[config.mk]
export PLATFORM = sky130hd
export DESIGN_NAME = fir_tdm_sequencer_flat
export DESIGN_NICKNAME = d
export VERILOG_FILES = /design/src/rtl/fir_tdm_sequencer_if.sv /design/src/rtl/fir_tdm_sequencer.sv /design/src/flat_wrapper.sv
export SDC_FILE = /design/constraint.sdc
export NUM_CORES = 2
export LEC_CHECK = 0
export ABC_AREA = 1
export BUFFER_PORTS_ARGS = -buffer_cell sky130_fd_sc_hd__clkbuf_2
export CAP_MARGIN = 30
export CORE_MARGIN = 3
export CORE_UTILIZATION = 58
export CTS_CLUSTER_SIZE = 25
export DETAILED_ROUTE_END_ITERATION = 7
export PLACE_DENSITY = 0.89
export SYNTH_ARGS = -nofsm -noshare
export SYNTH_HDL_FRONTEND = slang
export SYNTH_SLANG_ARGS = --single-unit
[constraint.sdc]
create_clock -name clk_i -period 26.1 [get_ports clk_i]
set_input_delay 1.305 -clock clk_i [delete_from_list [all_inputs] [get_ports clk_i]]
set_output_delay 1.305 -clock clk_i [all_outputs]
set_load 0.02 [all_outputs]
[src/rtl/fir_tdm_sequencer_if.sv]
// Sample, result and coefficient-write signals of the time-multiplexed FIR.
// slave is the filter side, master is the source/sink side.
interface fir_tdm_sequencer_if #(
    parameter int ORDER      = 31,
    parameter int DATA_WIDTH = 8,
    parameter int COEF_WIDTH = 16
);
    localparam int N  = ORDER + 1;
    localparam int KW = (N > 1) ? $clog2(N) : 1;

    logic                         s_valid_i;
    logic                         s_ready_o;
    logic signed [DATA_WIDTH-1:0] s_data_i;
    logic                         coef_we_i;
    logic [KW-1:0]                coef_addr_i;
    logic signed [COEF_WIDTH-1:0] coef_data_i;
    logic                         m_valid_o;
    logic                         m_ready_i;
    logic signed [DATA_WIDTH-1:0] m_data_o;

    modport slave (
        input  s_valid_i, s_data_i, coef_we_i, coef_addr_i, coef_data_i, m_ready_i,
        output s_ready_o, m_valid_o, m_data_o
    );

    modport master (
        output s_valid_i, s_data_i, coef_we_i, coef_addr_i, coef_data_i, m_ready_i,
        input  s_ready_o, m_valid_o, m_data_o
    );
endinterface

[src/rtl/fir_tdm_sequencer.sv]
// Time-multiplexed FIR: one MAC stepped over all taps per sample, circular
// delay line, run-time loadable coefficients, scaled/saturated output.
module fir_tdm_sequencer #(
    parameter int ORDER      = 31,
    parameter int DATA_WIDTH = 8,
    parameter int COEF_WIDTH = 16
) (
    input  logic                  clk_i,
    input  logic                  rst_i,
    fir_tdm_sequencer_if.slave    bus,
    output logic                  busy_o
);
    localparam int N  = ORDER + 1;
    localparam int KW = (N > 1) ? $clog2(N) : 1;
    localparam int DW = DATA_WIDTH;
    localparam int CW = COEF_WIDTH;
    localparam int AW = DW + CW + KW;

    localparam logic [KW-1:0]        LAST = KW'(ORDER);
    localparam logic [KW-1:0]        NM1  = KW'(N - 1);
    localparam logic [KW:0]          NW   = (KW + 1)'(N);
    localparam logic signed [AW-1:0] YMAX = AW'((2 ** (DW - 1)) - 1);
    localparam logic signed [AW-1:0] YMIN = ~YMAX;

    typedef enum logic [1:0] {IDLE, MAC, OUT} state_t;

    state_t                state_q;
    logic                  busy_q, s_ready_q, m_valid_q;
    logic signed [DW-1:0]  m_data_q;
    logic [KW-1:0]         wptr_q, rd_q, k_q;
    logic signed [AW-1:0]  acc_q;
    logic signed [DW-1:0]  x_q [N];
    logic signed [CW-1:0]  c_q [N];

    logic signed [DW+CW-1:0] prod;
    logic signed [AW-1:0]    prod_ext, acc_d;

    assign prod     = c_q[k_q] * x_q[rd_q];
    assign prod_ext = prod;
    assign acc_d    = acc_q + prod_ext;

    // Arithmetic shift floors toward -inf; then clamp to the output range.
    function automatic logic signed [DW-1:0] sat(input logic signed [AW-1:0] a);
        logic signed [AW-1:0] sh;
        sh = a >>> CW;
        if (sh > YMAX)      sat = YMAX[DW-1:0];
        else if (sh < YMIN) sat = YMIN[DW-1:0];
        else                sat = sh[DW-1:0];
    endfunction

    always_ff @(posedge clk_i or posedge rst_i) begin
        if (rst_i) begin
            state_q   <= IDLE;
            busy_q    <= 1'b0;
            s_ready_q <= 1'b0;
            m_valid_q <= 1'b0;
            m_data_q  <= '0;
            wptr_q    <= '0;
            rd_q      <= '0;
            k_q       <= '0;
            acc_q     <= '0;
            for (int i = 0; i < N; i++) x_q[i] <= '0;
        end else begin
            case (state_q)
                IDLE: begin
                    s_ready_q <= 1'b1;
                    if (bus.s_valid_i && s_ready_q) begin
                        x_q[wptr_q] <= bus.s_data_i;
                        rd_q        <= wptr_q;
                        k_q         <= '0;
                        acc_q       <= '0;
                        state_q     <= MAC;
                        busy_q      <= 1'b1;
                        s_ready_q   <= 1'b0;
                    end
                end
                MAC: begin
                    acc_q <= acc_d;
                    k_q   <= k_q + KW'(1);
                    rd_q  <= (rd_q == '0) ? NM1 : rd_q - KW'(1);
                    if (k_q == LAST) begin
                        state_q   <= OUT;
                        wptr_q    <= (wptr_q == NM1) ? '0 : wptr_q + KW'(1);
                        m_data_q  <= sat(acc_d);
                        m_valid_q <= 1'b1;
                    end
                end
                OUT: begin
                    if (bus.m_ready_i) begin
                        state_q   <= IDLE;
                        busy_q    <= 1'b0;
                        m_valid_q <= 1'b0;
                        s_ready_q <= 1'b1;
                    end
                end
                default: begin
                    state_q <= IDLE;
                    busy_q  <= 1'b0;
                end
            endcase
        end
    end

    // Writes are blocked during MAC so one result never mixes coefficient sets.
    always_ff @(posedge clk_i or posedge rst_i) begin
        if (rst_i) begin
            for (int i = 0; i < N; i++) c_q[i] <= '0;
        end else if (bus.coef_we_i && state_q != MAC && {1'b0, bus.coef_addr_i} < NW) begin
            c_q[bus.coef_addr_i] <= bus.coef_data_i;
        end
    end

    assign bus.s_ready_o = s_ready_q;
    assign bus.m_valid_o = m_valid_q;
    assign bus.m_data_o  = m_data_q;
    assign busy_o        = busy_q;
endmodule

[src/flat_wrapper.sv]
// flat-port wrapper written by rule: the top's interface ports become plain ports
module fir_tdm_sequencer_flat 
#(
    parameter int ORDER      = 31,
    parameter int DATA_WIDTH = 8,
    parameter int COEF_WIDTH = 16
)
  (clk_i, rst_i, busy_o, bus_s_valid_i, bus_s_data_i, bus_coef_we_i, bus_coef_addr_i, bus_coef_data_i, bus_m_ready_i, bus_s_ready_o, bus_m_valid_o, bus_m_data_o);
  fir_tdm_sequencer_if #(.ORDER(ORDER), .DATA_WIDTH(DATA_WIDTH), .COEF_WIDTH(COEF_WIDTH)) bus_i ();
  input  logic clk_i;
  input  logic rst_i;
  output logic busy_o;
  input wire logic [$bits(bus_i.s_valid_i)-1:0] bus_s_valid_i;
  input wire logic [$bits(bus_i.s_data_i)-1:0] bus_s_data_i;
  input wire logic [$bits(bus_i.coef_we_i)-1:0] bus_coef_we_i;
  input wire logic [$bits(bus_i.coef_addr_i)-1:0] bus_coef_addr_i;
  input wire logic [$bits(bus_i.coef_data_i)-1:0] bus_coef_data_i;
  input wire logic [$bits(bus_i.m_ready_i)-1:0] bus_m_ready_i;
  output wire logic [$bits(bus_i.s_ready_o)-1:0] bus_s_ready_o;
  output wire logic [$bits(bus_i.m_valid_o)-1:0] bus_m_valid_o;
  output wire logic [$bits(bus_i.m_data_o)-1:0] bus_m_data_o;
  assign bus_i.s_valid_i = bus_s_valid_i;
  assign bus_i.s_data_i = bus_s_data_i;
  assign bus_i.coef_we_i = bus_coef_we_i;
  assign bus_i.coef_addr_i = bus_coef_addr_i;
  assign bus_i.coef_data_i = bus_coef_data_i;
  assign bus_i.m_ready_i = bus_m_ready_i;
  assign bus_s_ready_o = bus_i.s_ready_o;
  assign bus_m_valid_o = bus_i.m_valid_o;
  assign bus_m_data_o = bus_i.m_data_o;
  fir_tdm_sequencer #(.ORDER(ORDER), .DATA_WIDTH(DATA_WIDTH), .COEF_WIDTH(COEF_WIDTH)) u_core (.clk_i(clk_i), .rst_i(rst_i), .bus(bus_i), .busy_o(busy_o));
endmodule
==> summary.md <==
| Metric | Value |
|---|---|
| Slew Viols, Final | `0` |
| Post-synthesis adder-cell area fraction | `0.08939` |
| CP Class | `reg -> reg` |
| First-pass GRT wire length | `201,800 um` |
| Hold path start | `u_core.x_q[119]` |
| Multiplexer share of the synthesized area | `0` |
| Clock root buffer | `clkbuf_16` |
| Avg Inst Size Synth | `8.411 sq um` |
| Hold crit path type | `reg -> reg` |
| Cell taking the most area after synthesis | `dfrtp_1` |
| Layout Skew | `0.05779 ns` |
| Syn Nets | `5,393` |
| Crit path largest cell delay | `0.77 ns` |
| Area delta synth->final | `9.133%` |
| Crit path launch | `u_core.rd_q[0]` |
| Dpl hpwl | `77,170 um` |
| Die width | `279.0 um` |
| Internal reg-to-reg setup slack | `17.34 ns` |
| Post-synthesis compound-gate area fraction | `0.1913` |
| Status | `completed` |
| Setup TNS after final layout | `0 ns` |
| Top cells by count, synth | `1,129 x nand2_1, 1,101 x o21ai_0, 825 x dfrtp_1, 542 x nor2_1, 323 x inv_1` |
| Most common cell in the netlist | `nand2_1` |
| Layout cells sized above 1 | `0.06833` |
| Post-detailed-route count of antenna-violating nets | `0` |
| XOR/XNOR share of the synthesized area | `0.003850` |
| Register area share after synthesis | `0.4776` |
| Number of distinct library cells after synthesis | `44` |
| Max Clock Freq | `114.2 MHz` |
| Die height | `279.0 um` |
| Slew at the pin closest to its max-slew limit | `1.117 ns` |
| CTS tree | `yes` |
| I/O pins | `45` |
| Setup repair bufs after CTS | `0` |
| Max Cap Viol | `0` |
| Initial core utilization | `0.5894` |
| Worst reg2reg path startpoint | `u_core.rd_q[0]` |
| Fillers | `5,371` |
| Largest net degree at the start of global routing | `145` |
| Placed insts | `5,842` |
| Final period util | `0.3354` |
| Worst EP arrival | `9.29 ns` |
| Drt drc | `0` |
| Layout Cells excl Fill | `6,008` |
| Slew margin rel. | `0.2538` |
| Crit path capture | `u_core.bus.m_data_o[4]` |
| RSZ-0062 raised after global routing | `no` |
| 1st-pass router iterations | `8` |
| GRT Total Usage | `0.3225` |
| Core Area | `73,330 sq um` |
| Worst-path fanout max | `66` |
| Worst path slowest cell | `inv_2` |
| Reg-to-Reg End | `u_core.bus.m_data_o[4]` |
| Post-Syn Area | `43,220 sq um` |
| Reg clk slew, reported paths | `0.06 ns` |
| Vias in the first global route | `37,820` |
| # hold bufs at CTS | `0` |
| Fin nets | `5,236` |
| Diodes inserted | `0` |
| H-tree levels | `3` |
| Setup violators final | `0` |
| CP dominant cell by count | `nand2_1` |
| Vias | `38,640` |
| Avg WL per Cell | `21.26 um` |
| Initial antenna violation count | `0` |
| Fin. Hold Viols | `0` |
| Final Util | `0.6433` |
| Post-synth EDFFs | `0` |
| Mapped Cells | `5,139` |
| Die Area | `77,840 sq um` |
| Placer Congestion | `0.9527` |
| Synth area leaders | `dfrtp_1 48%, o21ai_0 13%, nand2_1 9.8%` |
| Final wirelength | `127,800 um` |
| Congestion Overflow GR | `0` |
| YS warnings | `0` |
| Simple-Gate Fraction of Synth Area | `0.1664` |
| # clock sinks | `825` |
| Worst-skew pair later-pin latency | `0.68 ns` |
| Minimum clock period | `8.755 ns` |
| Critical Path RT | `26.63 ns` |
| Number of vias per cell | `6.431` |
| Asr flop ratio synth | `1.000` |
| DR iter-0 viols | `5,988` |
| Maximum clock path buffer count | `3` |
| Seq cells post-synth | `825` |
| Post-CTS resize count | `0` |
| Num rows | `99` |
| Startpoint types | `register` |
| Number of CTS-inserted buffers | `87` |
| Post-synth top area share | `0.4776` |
| R2R cell count | `32` |
| Main synth FF type | `dfrtp_1` |
| Port bufs | `44` |
| CP Capture Type | `register` |
| Largest family of logic cells by synthesized area | `compound AO/OA/AOI/OAI gates` |
final cells by class:
cell class	instances	area [sq um]	area share
clock buffers	122	2429	0.05148
clock inverters	34	483.0	0.01024
inverters	354	1344	0.02849
multi-input cells	3587	19490	0.4133
flip-flops and latches	825	20660	0.4379
well taps	959	1200	0.02544
repair buffers	127	1564	0.03316
cell usage in the layout (no fill, tap or decap), types with 8 or more instances in the layout:
master	Yosys	final
nand2_1	1129	1129
o21ai_0	1101	1101
dfrtp_1	825	821
nor2_1	542	540
inv_1	323	321
fa_1	148	148
nand3_1	121	121
a21oi_1	117	117
o221ai_1	115	115
clkbuf_16	0	87
ha_1	72	72
o22ai_1	65	65
o21ai_1	59	59
clkbuf_2	1	44
buf_4	21	36
inv_2	29	29
buf_16	0	29
clkbuf_1	239	23
nand4_1	17	17
buf_8	2	17
o21ai_2	16	16
clkinv_2	0	16
nor2_2	12	14
xnor2_1	13	13
clkbuf_8	0	12
a22o_1	8	8
critical path: cells and delay by family, from the launching register on:
kind | cells | cell delay (ns)
AO/OA/AOI/OAI | 3 | 0.61
adder cells (fa/ha/maj) | 6 | 2.73
buffers and inverters | 6 | 2.19
flip-flops | 1 | 0.73
AND/OR/NAND/NOR | 17 | 2.29
metrics by stage:
step           setup WS [ns]  cell area (sq um)  hold WS, ns
2_1_floorplan          1.621              43220       0.4478
3_3_place_gp           17.66              43200       0.4602
3_5_place_dp           17.54              44040       0.4675
4_1_cts                17.48              46950       0.4818
5_1_grt                16.67              47170       0.4975
6_report               17.34              47170       0.4800
sequential cells by signal, indices dropped and copies added, names as in the netlist:
register,cells
u_core.bus.m_data_o,8
u_core.state_q,2
u_core.acc_q,29
u_core.bus.s_ready_o,1
u_core.k_q,5
u_core.c_q,512
u_core.rd_q,5
u_core.bus.m_valid_o,1
u_core.wptr_q,5
u_core.busy_o,1
u_core.x_q,256
logic make-up after synthesis:
family | Yosys count
flip-flops | 825
AND/OR/NAND/NOR | 1840
buffers and inverters | 727
AO/OA/AOI/OAI | 1508
XOR/XNOR | 19
adder cells (fa/ha/maj) | 220
worst min-delay path by stage:
stage	to	cells past startpoint	slack (ns)
floorplan	u_core.c_q[159]	2	0.45
global placement	u_core.c_q[85]	2	0.46
detailed placement	u_core.c_q[81]	2	0.47
CTS	u_core.c_q[81]	2	0.48
global route	u_core.c_q[493]	2	0.50
finish	u_core.x_q[119]	2	0.48
layer usage:
metal,vias to the layer above,wire length [um],GRT usage
met1,18380,46500,0.4234
met5,-,0,0
met2,2962,57610,0.5001
met4,0,7785,0.1713
li1,16630,-,-
met3,664,15860,0.07901
Power is left out: the tool's default activity adds up to more than one toggle a clock period on the data nets, which glitch-free logic cannot reach.
